--- src/rtl/tile_line_renderer.sv ---
// Background tile stage: walks one row of the 32x32 tile map, fetches 16x16 tile rows
// from tile VRAM and streams one palette index per clk_pix cycle into the next-line buffer.
// Each 8-pixel word takes 8 cycles to emit, and the TAM/VRAM fetch of the next word is
// hidden under those 8 cycles. As a result, the slots of consecutive words follow each
// other with no gap.
module tile_line_renderer #(
   parameter int H_RES    = 640,
   parameter int MAP_BITS = 5
) (
   input  logic                    clk_pix,
   input  logic                    btn_rst,
   input  logic                    start,
   input  logic [9:0]              line,
   input  logic [MAP_BITS+3:0]     scroll_x,
   input  logic [MAP_BITS+3:0]     scroll_y,
   output logic                    busy,
   output logic                    done,
   output logic [2*MAP_BITS-1:0]   tam_addr,
   input  logic [15:0]             tam_data,
   output logic [11:0]             vram_addr,
   input  logic [127:0]            vram_data,
   output logic                    lb_we,
   output logic [9:0]              lb_addr,
   output logic [7:0]              lb_data
);
   localparam int         WB        = MAP_BITS + 4;      // world coordinate width
   localparam logic [6:0] LAST_WORD = 7'(H_RES / 8);     // one extra word covers a misaligned scroll
   localparam logic [9:0] N_SLOTS   = 10'(H_RES + 8);
   localparam logic [9:0] X_LAST    = 10'(H_RES - 1);

   typedef enum logic [1:0] {IDLE = 2'd0, FILL = 2'd1, RUN = 2'd2, DONE = 2'd3} state_t;

   state_t          state_r, state_s;
   logic [2:0]      phase_r;        // position inside the 8-cycle word period
   logic [6:0]      word_r;         // word currently being fetched
   logic            more_r;         // words remain to be fetched
   logic            load_r;         // vram_data holds a fetched word this cycle
   logic            flip_r;         // hflip of the word in flight
   logic [WB-1:0]   wx_r;           // world x of the word being fetched
   logic [WB-1:0]   wx_next_s;
   logic [WB-1:0]   wy_s;
   logic [MAP_BITS-1:0] trow_r;
   logic [3:0]      rit_r;          // row inside the tile
   logic [2:0]      off_r;          // sub-word scroll offset
   logic [11:0]     vhold_r;        // last issued VRAM address, held while not fetching
   logic [9:0]      slot_r;         // index of the next slot to present
   logic [55:0]     shift_r;        // remaining slots of the current word
   logic [63:0]     ord_s;          // fetched word in slot order
   logic [9:0]      x_s;
   logic            we_s;
   logic            active_s;
   logic            vis_s;          // VRAM address issue cycle
   logic            unused_s;

   // Reorders the 8 pixels of a VRAM word into slot order; the upper byte of each pixel is ignored.
   function automatic logic [63:0] order_pixels(input logic [127:0] word, input logic flip);
      logic [63:0] res;
      res = 64'd0;
      for (int j = 0; j < 8; j++) begin
         if (flip) begin
            res[8*j +: 8] = word[16*(7-j) +: 8];
         end else begin
            res[8*j +: 8] = word[16*j +: 8];
         end
      end
      return res;
   endfunction

   // Parity over the reserved TAM bits and the unused top line bit; these inputs carry no function.
   function automatic logic reserved_parity(input logic [8:0] bits);
      return ^bits;
   endfunction

   assign unused_s  = reserved_parity({tam_data[15:8], line[9]});
   assign wy_s      = line[WB-1:0] + scroll_y;
   assign wx_next_s = wx_r + WB'(8);
   assign active_s  = (state_r == FILL) || (state_r == RUN);
   assign vis_s     = active_s && (phase_r == 3'd1) && more_r;
   assign ord_s     = order_pixels(vram_data, flip_r);
   assign x_s       = slot_r - {7'd0, off_r};
   assign we_s      = (slot_r >= {7'd0, off_r}) && (x_s <= X_LAST);
   assign busy      = active_s;
   assign done      = (state_r == DONE);

   // VRAM address follows the TAM entry in its issue cycle and is otherwise held.
   always_comb begin
      if (vis_s) begin
         vram_addr = {tam_data[6:0], rit_r, wx_r[3] ^ tam_data[7]};
      end else begin
         vram_addr = vhold_r;
      end
   end

   // Next-state logic: a start is only taken in IDLE, so starts while busy or during DONE are dropped.
   always_comb begin
      state_s = state_r;
      case (state_r)
         IDLE:    if (start)              state_s = FILL; else state_s = IDLE;
         FILL:    if (load_r)             state_s = RUN;  else state_s = FILL;
         RUN:     if (slot_r == N_SLOTS)  state_s = DONE; else state_s = RUN;
         DONE:    state_s = IDLE;
         default: state_s = IDLE;
      endcase
   end

   // State register.
   always_ff @(posedge clk_pix or negedge btn_rst) begin
      if (!btn_rst) begin
         state_r <= IDLE;
      end else begin
         state_r <= state_s;
      end
   end

   // Fetch sequencer: latches the line geometry on start, then issues one TAM/VRAM fetch per word.
   always_ff @(posedge clk_pix or negedge btn_rst) begin
      if (!btn_rst) begin
         phase_r  <= 3'd0;
         word_r   <= 7'd0;
         more_r   <= 1'b0;
         load_r   <= 1'b0;
         flip_r   <= 1'b0;
         wx_r     <= '0;
         trow_r   <= '0;
         rit_r    <= 4'd0;
         off_r    <= 3'd0;
         vhold_r  <= 12'd0;
         tam_addr <= '0;
      end else if (state_r == IDLE) begin
         load_r <= 1'b0;
         if (start) begin
            tam_addr <= {wy_s[WB-1:4], scroll_x[WB-1:4]};
            trow_r   <= wy_s[WB-1:4];
            rit_r    <= wy_s[3:0];
            wx_r     <= {scroll_x[WB-1:3], 3'b000};
            off_r    <= scroll_x[2:0];
            phase_r  <= 3'd0;
            word_r   <= 7'd0;
            more_r   <= 1'b1;
         end
      end else begin
         phase_r <= phase_r + 3'd1;
         load_r  <= vis_s;
         if (vis_s) begin
            vhold_r <= vram_addr;
            flip_r  <= tam_data[7];
         end
         if (active_s && (phase_r == 3'd7) && more_r) begin
            if (word_r == LAST_WORD) begin
               more_r <= 1'b0;
            end else begin
               word_r   <= word_r + 7'd1;
               wx_r     <= wx_next_s;
               tam_addr <= {trow_r, wx_next_s[WB-1:4]};
            end
         end
      end
   end

   // Pixel output: load a fetched word, then shift one slot per cycle onto the line-buffer port.
   always_ff @(posedge clk_pix or negedge btn_rst) begin
      if (!btn_rst) begin
         slot_r  <= 10'd0;
         shift_r <= 56'd0;
         lb_we   <= 1'b0;
         lb_addr <= 10'd0;
         lb_data <= 8'd0;
      end else if (state_r == IDLE) begin
         slot_r <= 10'd0;
         lb_we  <= 1'b0;
      end else if (load_r || ((state_r == RUN) && (slot_r != N_SLOTS))) begin
         if (load_r) begin
            lb_data <= ord_s[7:0];
            shift_r <= ord_s[63:8];
         end else begin
            lb_data <= shift_r[7:0];
            shift_r <= {8'd0, shift_r[55:8]};
         end
         lb_we   <= we_s;
         lb_addr <= x_s;
         slot_r  <= slot_r + 10'd1;
      end else begin
         lb_we <= 1'b0;
      end
   end

endmodule

--- config.mk ---
export PLATFORM = sky130hd
export DESIGN_NAME = tile_line_renderer
export DESIGN_NICKNAME = d
export VERILOG_FILES = /design/src/rtl/tile_line_renderer.sv
export SDC_FILE = /design/constraint.sdc
export NUM_CORES = 1
export LEC_CHECK = 0
export ABC_AREA = 1
export CORE_MARGIN = 8
export CORE_UTILIZATION = 35
export DETAILED_ROUTE_END_ITERATION = 7
export PLACE_DENSITY = 0.63
export SYNTH_ARGS = -nofsm -noshare
export SYNTH_HDL_FRONTEND = slang
export SYNTH_SLANG_ARGS = --single-unit
--- constraint.sdc ---
create_clock -name clk_pix -period 1.95 [get_ports clk_pix]
set_input_delay 0.195 -clock clk_pix [delete_from_list [all_inputs] [get_ports clk_pix]]
set_output_delay 0.195 -clock clk_pix [all_outputs]
set_load 0.01 [all_outputs]
# After elaboration in Yosys (flattened, before gate mapping)
# Cells that the tools add are included.
# W data, S select, Z words.
[totals] reg_bits=143 elab_cells=92 output_inout_bits=43 inputBits=175
[classes] n_bitwise=2 n_eq_ne=10 muxes=38 order_cmp=2 addsub=6 n_reduce_logical=17
[op_table] op="$mux W8" count=9
[op_table] op="$mux W10" count=6
[op_table] op="$mux W56" count=1
[op_table] op="$mux W9" count=4
[op_table] op="$mux W7" count=4
[op_table] op="$mux W12" count=1
[op_table] op="$add A10 B1 Y10 const B" count=1
[op_table] op="$eq A10 B10 Y1 const B" count=1
[op_table] op="$ge A10 B3 Y1" count=1
[op_table] op="$le A10 B10 Y1 const B" count=1
[op_table] op="$ne A10 B10 Y1 const B" count=1
[op_table] op="$sub A10 B3 Y10" count=1
[op_table] op="$add A9 B4 Y9 const B" count=1
[op_table] op="$add A9 B9 Y9" count=1
[op_table] op="$mux W1" count=9
[op_table] op="$pmux W2 S4" count=1
[op_table] op="$add A7 B1 Y7 const B" count=1
[op_table] op="$eq A7 B7 Y1 const B" count=1
[op_table] op="$logic_and A1 B1 Y1" count=6
[op_table] op="$mux W3" count=2
[op_table] op="$reduce_and A2 Y1" count=3
[op_table] op="$reduce_and A3 Y1" count=2
[op_table] op="$reduce_bool A2 Y1" count=3
[op_table] op="$eq A2 B2 Y1 const B" count=2
[op_table] op="10 further kinds" count=12

# Depth between registers and ports, before layout
# Gate-level depths: netlist of the first run.
[logic_depth] depth_word=6 mapped_depth=15 mapped_depth_nobuf=12

# Worst setup path before layout of the first run
# No wires, ideal clock.
[synth_timing] path_kind="register -> register" startpoint="reg slot_r[0]" endpoint="reg lb_we" arrival_time_ps=1881 n_path_buf=1 setup_time_ps=71 slack_ps=-2 stages_incl_launch_ff=14 synth_period_minus_slack_ps=1952 t_required_ps=1879 path_cell_list="dfrtp_1 -> clkbuf_1 -> inv_1 -> ha_1 -> fa_1 -> inv_1 -> nand2_1 -> nand2_1 -> nor2_1 -> nand2_1 -> nand2_1 -> o21ai_0 -> nand2_1 -> nor2_1"
[synth_between] elab_chain_len=5 elab_cells_between_ends=9 cone_classes="1 x add/sub; 2 x order compare; 1 x eq/ne; 2 x mux; 3 x reduce/logical"
[synth_rtl] element="start, declared" line="46" rtl="logic [9:0] slot_r;"
[synth_rtl] element="start signal, assigned" line="181" rtl="slot_r <= slot_r + 10'd1;"
[synth_rtl] element="$sub A10 B3 Y10 / $ne A10 B10 Y1 (equally long branches)" line="80, 171"
[synth_rtl] element="$le A10 B10 Y1 / $logic_and A1 B1 Y1 (equally long branches)" line="81, 171"
[synth_rtl] element="$logic_and A1 B1 Y1 / $logic_or A1 B1 Y1 (equally long branches)" line="81, 171"
[synth_rtl] element="$mux W1 *" line="171" rtl="end else if (load_r || ((state_r == RUN) && (slot_r != N_SLOTS))) begin"
[synth_rtl] element="$mux W1 *" line="168" rtl="end else if (state_r == IDLE) begin"
[synth_rtl] element="end signal, assigned" line="179" rtl="lb_we <= we_s;"
[synth_rtl] element="end, declared" line="22" rtl="output logic lb_we,"
# Mark *: on every way between the ends. The rest lies on a longest branch, timed or not.
# A chain may end at the register's enable or synchronous reset.

==> summary.md, run 1 <==
| Metric | Value |
|---|---|
| Routed WL | `around 21 mm` |
| Max_slew headroom | `63.4%` |
| Detailed-route via count | `7268` |
| Leakage | `4.88 nW` |
| RSZ-0062 raised after global routing | `true` |
| Area of the multi-input gates | `3610 sq um` |
| Tot GR Track Use | `between 15 and 20%` |
| Final Setup Violations | `7` |
| Worst Path Arrival | `roughly 1800 ps` |
| Initial antenna violation count | `0` |
| CTS sink count | `between 100 and 150` |
| HPWL Detailed | `14.6 mm` |
| Cell taking the most area after synthesis | `dfrtp_1` |
| Initial Utilization | `35.6%` |
| Sequential fraction of design power | `between 30% and 40%` |
| WHS | `252 ps` |
| RR Startpoint | `slot_r[0]` |
| Die X | `approximately 160 microns` |
| Worst vdd ir | `0.703 mV` |
| WP data required | `1750 ps` |
| Final setup margin | `-34.1 ps` |
| Clock Path Buffers | `2` |
| TritonRoute pass-1 iters | `7` |
| Cell Area, Synth | `7740 sq um` |
| Area contributors post-synth | `dfrtp_1 (44%), o21ai_0 (13%), nand2_1 (12%), inv_1 (6.6%), a21oi_1 (4.5%)` |
| Synth Warn # | `0` |
| Syn Area/Cell | `between 7 and 8 sq um` |
| Reg2reg setup slack | `130 ps` |
| Final net count | `1395` |
| Die height | `165 microns` |
| Fin. Hold Viols | `0` |
| Worst R2R End | `lb_we` |
| Tot Pwr | `14.9 mW` |
| Largest net degree at the start of global routing | `66` |
| Most common cell after layout, fill and taps aside | `nand2_1` |
| Clk slew on worst S/H paths | `approximately 60 ps` |
| Non-Filler Cell Area, Final | `around 10000 sq um` |
| Row cnt | `54` |
| Most frequent cells in the layout | `nand2_1 (244), o21ai_0 (184), dfrtp_1 (134), inv_1 (131), clkdlybuf4s50_1 (129)` |
| Placeable Area | `21800 sq um` |
| Cells after Synth | `between 1000 and 1500` |
| Crit. End Element | `primary output` |
| WS Path Type | `register to primary output` |
| Final TNS setup | `-185 ps` |
| Routed Antenna Nets | `0` |
| H-tree Lvls | `4` |
| CTS tree | `yes` |
| Register area | `about 3400 sq um` |
| Sw power | `5.82 mW` |
| Vias in the first global route | `6848` |
| Clock Latency Late Sink | `420 ps` |
| Root Driver | `clkbuf_16` |
| Placed instance area | `around 9600 sq um` |
| Cell-internal power | `9.05 mW` |
| Vias per Instance | `4.88` |
| Critical path startpoint category | `register` |
| Combinational Power Share | `46.7%` |
| Synth unique cells | `31` |
| Placed Cells | `1450` |
| Area grow syn2layout | `33.7%` |
| Maximum fanout along the worst path | `6` |
| Power share of the clock group | `22.9%` |
| Count of buffers from port buffering | `144` |
| Placer congestion estimate | `0.856` |
| IO Count | `218` |
| Synthesis-stage register bit count | `135` |
| Hold Crit Class | `input port to asynchronous set/reset pin` |
| Initial DRC Count | `~450` |
| Power per cell area | `around 1400 nW/um^2` |
| Setup Skew | `just over 7 ps` |
| Violated checks | `setup timing` |
| Die area | `around 27000 sq um` |
| Status | `complete, but fails checks` |
| MaxCap Viol Count | `0` |
| Seq/Total Area, Yosys | `43.6%` |
| Cells on worst reg2reg path | `12` |
| Grt total ovfl | `0` |
| Max Slew Vio Count | `0` |
| Final period util | `102%` |
| TritonCTS buffer count | `17` |
| # DRC | `0` |
| Sw Ratio | `39.1%` |
| Global-route wire length before repair | `about 34 mm` |
| Synth top area share | `43.6%` |
| Non-filler instance count after layout | `1489` |
| Layout cells sized above 1 | `10.3%` |
| Max Fclk | `504 MHz` |
| Mapped Nets | `1252` |
| Fillers | `2176` |
| Drt wl/cell | `between 10 and 15 microns` |
| Tmin final | `about 2000 ps` |
| Worst-Margin Slew | `544 ps` |
==> what timing repair did <==
| item | in CTS | in global routing |
|---|---|---|
| hold buffers | 1 | 0 |
| gates resized for setup | 75 | 30 |
| endpoints found under the hold margin | 37 | 0 |
| buffers inserted | 1 | 2 |
| pin swaps | 2 | 1 |
| endpoints found under the setup margin | 13 | 36 |
| cloned | 1 | 1 |
==> synth_stat cells, drive strengths merged <==
| library cell | number |
|---|---|
| a2bb2oi | 8 |
| ha | 23 |
| nor4 | 1 |
| nand2 | 257 |
| o211ai | 2 |
| xor2 | 11 |
| xnor2 | 4 |
| nand3 | 31 |
| clkbuf | 34 |
| inv | 139 |
| dfrtp | 135 |
| o21ai | 226 |
| o21bai | 1 |
| nand3b | 4 |
| a21oi | 70 |
| a31oi | 5 |
| nor3 | 6 |
| nand4 | 10 |
| or2 | 1 |
| nor2 | 49 |
| fa | 2 |
| o22ai | 1 |
| buf | 32 |
==> worst max-delay path by stage <==
| stage | start | end | depth (start not counted) |
|---|---|---|---|
| 4_1_cts | register | vram_addr[0] | 8 |
| 5_1_grt | register | vram_addr[4] | 9 |
| 3_5_place_dp | line[0] | trow_r[4] | 12 |
| 6_report | register | vram_addr[1] | 9 |
| 3_3_place_gp | line[0] | trow_r[4] | 12 |
| 2_1_floorplan | slot_r[0] | lb_we | 13 |
==> state kept, by name, summed over array words and instances, names as in the netlist, named ones only <==
register	flops
word_r	7
phase_r	3
shift_r	56
state_r	1
lb_we	1
vhold_r	12
rit_r	4
lb_addr	10
wx_r	1
slot_r	10
off_r	3
load_r	1
more_r	1
tam_addr	10
trow_r	5
flip_r	1
lb_data	8
==> logic make-up (layout without fill, tap and decap cells) <==
| logic type | count (synthesis) | in the layout | share of synthesized area (%) |
|---|---|---|---|
| compound gates | 313 | 313 | 20.8 |
| simple gates | 359 | 359 | 18.7 |
| flops | 135 | 135 | 43.6 |
| other cells | 0 | 1 | 0 |
| fa+ha+maj | 25 | 25 | 4.23 |
| buf+inv | 205 | 361 | 10.9 |
| xor+xnor | 15 | 15 | 1.70 |
==> per-layer routing <==
layer	part of all wire [%]	global-route usage, %	up-vias
met5	0	0	-
met4	1.1	4.22	0
met3	8.2	4.86	23
met2	45	24.4	186
met1	46	20.7	3376
li1	-	-	3683
==> power by group through the flow <==
stage	logic, mW	clock network [mW]	registers [mW]
after floorplan	4.13	0	4.54
after global placement	6.77	0	4.52
after detailed placement	6.86	0	4.55
after CTS	6.86	3.49	4.52
after global routing	7.90	3.61	4.66
final	6.95	3.40	4.52
==> worst max-delay path, stage by stage, from the launching register on <==
cell	delay, ps
dfrtp_1	370
inv_2	60
ha_4	260
nand4_1	90
buf_6	160
inv_4	50
buf_6	120
nand2_2	40
o21ai_1	60
buf_2	150
==> per-stage QoR <==
| stage | util (%) | worst slack (ps) |
|---|---|---|
| detailed placement | 44.2 | -149 |
| floorplan | - | 89.4 |
| CTS | 47.1 | -134 |
| global route | 47.6 | -150 |
| finish | 47.6 | -34.1 |
| global placement | 44.2 | -122 |
==> final cells by class <==
class	count	share of cell area [%]
Timing Repair Buffer	189	17.9
Tap cell	280	3.38
Timing Repair inverter	1	0.0725
Sequential cell	135	32.7
Antenna cell	1	0.0242
Inverter	139	5.13
Multi-Input combinational cell	712	34.8
Clock buffer	20	4.32
Clock inverter	12	1.69
(Power assumes the default switching activity.)
==> run 2: changes to the inputs <==
SKIP_CTS_REPAIR_TIMING = 1   (was unset)
==> summary.md, run 2 (same netlist as run 1, synthesis figures left out) <==
| Metric | Value |
|---|---|
| RR Startpoint | `slot_r[0]` |
| Hold Crit Class | `input port to asynchronous set/reset pin` |
| Layout cells sized above 1 | `about a tenth` |
| Non-Filler Cell Area, Final | `10300 sq um` |
| CTS tree | `yes` |
| Power share of the clock group | `23.0%` |
| Status | `complete, but fails checks` |
| Power per cell area | `1430 nW/um^2` |
| Most common cell after layout, fill and taps aside | `nand2_1` |
| IO Count | `between 200 and 250` |
| Met3 Use GR | `4.99%` |
| Detailed-route via count | `7244` |
| Placeable Area | `21800 sq um` |
| Crit. End Element | `primary output` |
| Row cnt | `54` |
| WS Path Type | `register to primary output` |
| Setup WS pre-CTS | `-149 ps` |
| Die area | `27100 sq um` |
| Setup Skew | `7.05 ps` |
| Maximum fanout along the worst path | `13` |
| Placed instance area | `9610 sq um` |
| Initial Utilization | `about 36%` |
| Placed Cells | `1450` |
| Initial DRC Count | `about 420` |
| Largest net degree at the start of global routing | `66` |
| Root Driver | `clkbuf_16` |
| Met1 Use GR | `20.6%` |
| Critical path startpoint category | `register` |
| Combinational Power Share | `46.4%` |
| Cell-internal power | `9.00 mW` |
| WHS | `256 ps` |
| Top reg by flops | `shift_r` |
| Diodes inserted | `0` |
| Non-filler instance count after layout | `between 1000 and 1500` |
| MaxCap Viol Count | `0` |
| Grt peak-use layer | `met2` |
| Most frequent cells in the layout | `nand2_1 (248), o21ai_0 (187), dfrtp_1 (134), inv_1 (131), clkdlybuf4s50_1 (129)` |
| Final setup margin | `-25.4 ps` |
| Max Slew Vio Count | `0` |
| Vias in the first global route | `6826` |
| Global-route wire length before repair | `33.9 mm` |
| Fin. Hold Viols | `0` |
| Worst vdd ir | `0.705 mV` |
| Die X | `approximately 160 microns` |
| TritonCTS buffer count | `17` |
| # DRC | `0` |
| Final period util | `101%` |
| Leakage | `4.87 nW` |
| Global Route met2 Usage | `24.1%` |
| Final Setup Violations | `3` |
| Max Fclk | `506 MHz` |
| Violated checks | `setup timing` |
| HPWL Detailed | `14.6 mm` |
| H-tree Lvls | `4` |
| Max reg flops | `56` |
| Sw Ratio | `39.0%` |
| Final net count | `1393` |
| Vias per Instance | `4.87` |
| RSZ-0062 raised after global routing | `true` |
| WP data required | `1750 ps` |
| Clock Latency Late Sink | `420 ps` |
| Initial antenna violation count | `0` |
| Sequential fraction of design power | `30.5%` |
| TritonRoute pass-1 iters | `5` |
| Tot GR Track Use | `15.6%` |
| Top flop regs | `shift_r x56, vhold_r x12` |
| Area grow syn2layout | `33.0%` |
| Grt total ovfl | `0` |
| Placer congestion estimate | `roughly 0.86` |
| Sw power | `around 5.8 mW` |
| Clk slew on worst S/H paths | `60 ps` |
| Count of buffers from port buffering | `144` |
| Worst Path Arrival | `around 1800 ps` |
| Worst-Margin Slew | `527 ps` |
| Routed Antenna Nets | `0` |
| Tmin final | `1980 ps` |
| Max_slew headroom | `~65%` |
| Die height | `165 microns` |
| Routed WL | `20.9 mm` |
| Drt wl/cell | `about 14 microns` |
| CTS sink count | `135` |
| Clock Path Buffers | `2` |
| Fillers | `2182` |
## run 2: power by group through the flow
stage	Combinational [mW]	Sequential [mW]	Clock (mW)
after floorplan	4.13	4.54	0
after global placement	6.77	4.52	0
after detailed placement	6.86	4.55	0
after CTS	6.91	4.51	3.49
after global routing	7.80	4.65	3.61
final	6.86	4.51	3.40
## run 2: through the flow
| stage | power [mW] | TNS [ps] | util (%) |
|---|---|---|---|
| 2_1_floorplan | 8.67 | 0 | - |
| 3_3_place_gp | 11.3 | -434 | 44.2 |
| 3_5_place_dp | 11.4 | -670 | 44.2 |
| 4_1_cts | 14.9 | -6000 | 47.0 |
| 5_1_grt | 16.1 | -1280 | 47.3 |
| 6_report | 14.8 | -38.9 | 47.3 |
## run 2: per-layer routing
metal  share of wire [%]  vias to the layer above
met3                 8.1                       21
li1                    -                     3674
met5                   0                        -
met1                  46                     3368
met4                 1.1                        0
met2                  45                      181
## run 2: layout make-up
type                            count  area [sq um]  area share (%)
Timing Repair inverter              1          7.51          0.0729
Multi-Input combinational cell    712          3580            34.7
Clock buffer                       20           447            4.34
Inverter                          139           528            5.13
Clock inverter                     12           175            1.70
Timing Repair Buffer              187          1840            17.8
Tap cell                          280           350            3.40
Sequential cell                   135          3380            32.8
## run 2: path summary, 6_finish.rpt
kind                                      to  slack (ps)  depth (start not counted)
worst min-delay path              lb_data[5]         260                          2
worst max register to register         lb_we         120                         12
max in group asynchronous        shift_r[28]         970                          3
worst min register to register    shift_r[5]         480                          2
min in group clk_pix                off_r[2]         340                          3
worst max-delay path            vram_addr[3]         -30                          6
## run 2: critical path, stage by stage, from the launching register on
cell,delay (ps)
dfrtp_1,370
inv_2,70
ha_4,270
nand4_1,140
buf_6,190
o21ai_1,160
clkbuf_2,160
==> run 3: changes to the inputs <==
CORE_MARGIN = 2   (was 8)
==> summary.md, run 3 (same netlist as run 1, synthesis figures left out) <==
| Metric | Value |
|---|---|
| Most common cell after layout, fill and taps aside | `nand2_1` |
| Top flop regs | `shift_r x56, vhold_r x12` |
| Placer congestion estimate | `~0.85` |
| Die area | `23300 sq um` |
| Most frequent cells in the layout | `nand2_1 (249), o21ai_0 (183), dfrtp_1 (134), inv_1 (131), clkdlybuf4s50_1 (129)` |
| # DRC | `0` |
| Leakage | `4.94 nW` |
| Hold Crit Class | `input port to asynchronous set/reset pin` |
| CTS sink count | `135` |
| Clock Latency Late Sink | `roughly 420 ps` |
| Clock Path Buffers | `2` |
| H-tree Lvls | `4` |
| WS Path Type | `register to primary output` |
| TritonRoute pass-1 iters | `5` |
| WP data required | `1750 ps` |
| Drt wl/cell | `13.5 microns` |
| Largest net degree at the start of global routing | `65` |
| Final Util | `47.9%` |
| TritonCTS buffer count | `17` |
| Clk slew on worst S/H paths | `60 ps` |
| Initial Utilization | `35.6%` |
| Cells on worst reg2reg path | `12` |
| RSZ-0062 raised after global routing | `true` |
| Detailed-route via count | `between 7000 and 8000` |
| Maximum fanout along the worst path | `6` |
| Max reg flops | `56` |
| Vias in the first global route | `approximately 6600` |
| Max Fclk | `497 MHz` |
| Placeable Area | `21800 sq um` |
| Tot GR Track Use | `between 10% and 20%` |
| Vias per Instance | `4.80` |
| Power per cell area | `1440 nW/um^2` |
| Row cnt | `54` |
| Max_slew headroom | `65.3%` |
| Fillers | `~2200` |
| Final net count | `1402` |
| Initial DRC Count | `430` |
| RR Startpoint | `phase_r[0]` |
| Violated checks | `setup timing` |
| IO Count | `218` |
| Non-Filler Cell Area, Final | `10400 sq um` |
| Die height | `about 150 microns` |
| Placed instance area | `9630 sq um` |
| Max Slew Vio Count | `0` |
| Final Setup Violations | `5` |
| Worst R2R End | `tam_addr[6]` |
| Setup Skew | `7.92 ps` |
| Die X | `153 microns` |
| Routed Antenna Nets | `0` |
| Global-route wire length before repair | `32.9 mm` |
| Tmin final | `2010 ps` |
| Root Driver | `clkbuf_16` |
| Worst Path Arrival | `1820 ps` |
| Worst vdd ir | `0.631 mV` |
| Grt total ovfl | `0` |
| Crit. End Element | `primary output` |
| CTS tree | `yes` |
| Reg2reg setup slack | `170 ps` |
| Fin. Hold Viols | `0` |
| HPWL Detailed | `14.0 mm` |
| Count of buffers from port buffering | `approximately 140` |
| Initial antenna violation count | `0` |
| Final period util | `103%` |
| Status | `complete, but fails checks` |
| MaxCap Viol Count | `0` |
| Top reg by flops | `shift_r` |
| Routed WL | `20.2 mm` |
| Final setup margin | `-63.6 ps` |
| Layout cells sized above 1 | `10.7%` |
| Area grow syn2layout | `34.6%` |
| Worst-Margin Slew | `around 520 ps` |
| Diodes inserted | `0` |
| Setup WS pre-CTS | `-140 ps` |
| Critical path startpoint category | `register` |
run 3: metal layers:
metal | GRT usage, % | part of all wire (%)
met4 | 4.28 | 0.70
met5 | 0 | 0
met2 | 26.6 | 45
met1 | 24.0 | 48
met3 | 4.89 | 6.4
run 3: how the worst max path moves through the flow:
stage                         start  cells after the start  slack (ps)           end
after floorplan           slot_r[0]                     13          90         lb_we
after global placement      line[0]                     12        -130     trow_r[4]
after detailed placement    line[0]                     12        -140     trow_r[4]
after CTS                  register                      8        -560  vram_addr[5]
after global routing       register                      8        -210  vram_addr[9]
final                      register                      8         -60  vram_addr[9]
run 3: where the power goes:
| group | total (mW) | leakage [nW] | internal, mW | switching (mW) |
|---|---|---|---|---|
| sequential | 4.52 | 1.70 | 3.98 | 0.535 |
| clock | 3.51 | 0.306 | 2.24 | 1.26 |
| combinational | 6.96 | 2.94 | 2.94 | 4.02 |
run 3: critical path, stage by stage (launching register included):
cell     delay (ps)
dfrtp_1         360
inv_2            70
ha_4            260
nand4_1         140
inv_2           160
buf_6           150
nand2_2          40
o21ai_1          60
buf_2           140
run 3: layout make-up:
type | instances | area (sq um) | share of cell area [%]
Multi-Input combinational cell | 712 | 3610 | 34.7
Inverter | 139 | 528 | 5.07
Sequential cell | 135 | 3380 | 32.4
Clock buffer | 21 | 470 | 4.52
Timing Repair Buffer | 197 | 1910 | 18.3
Clock inverter | 11 | 170 | 1.63
Tap cell | 280 | 350 | 3.36
run 3: metrics by stage:
step | std cells | setup TNS (ps) | power (mW) | hold WS (ps)
floorplan | 1052 | 0 | 8.67 | -101
global route | 1495 | -1470 | 16.3 | 302
global placement | 1452 | -753 | 11.2 | 133
detailed placement | 1452 | -850 | 11.3 | 133
CTS | 1484 | -6110 | 14.9 | -328
finish | 1495 | -189 | 15.0 | 258
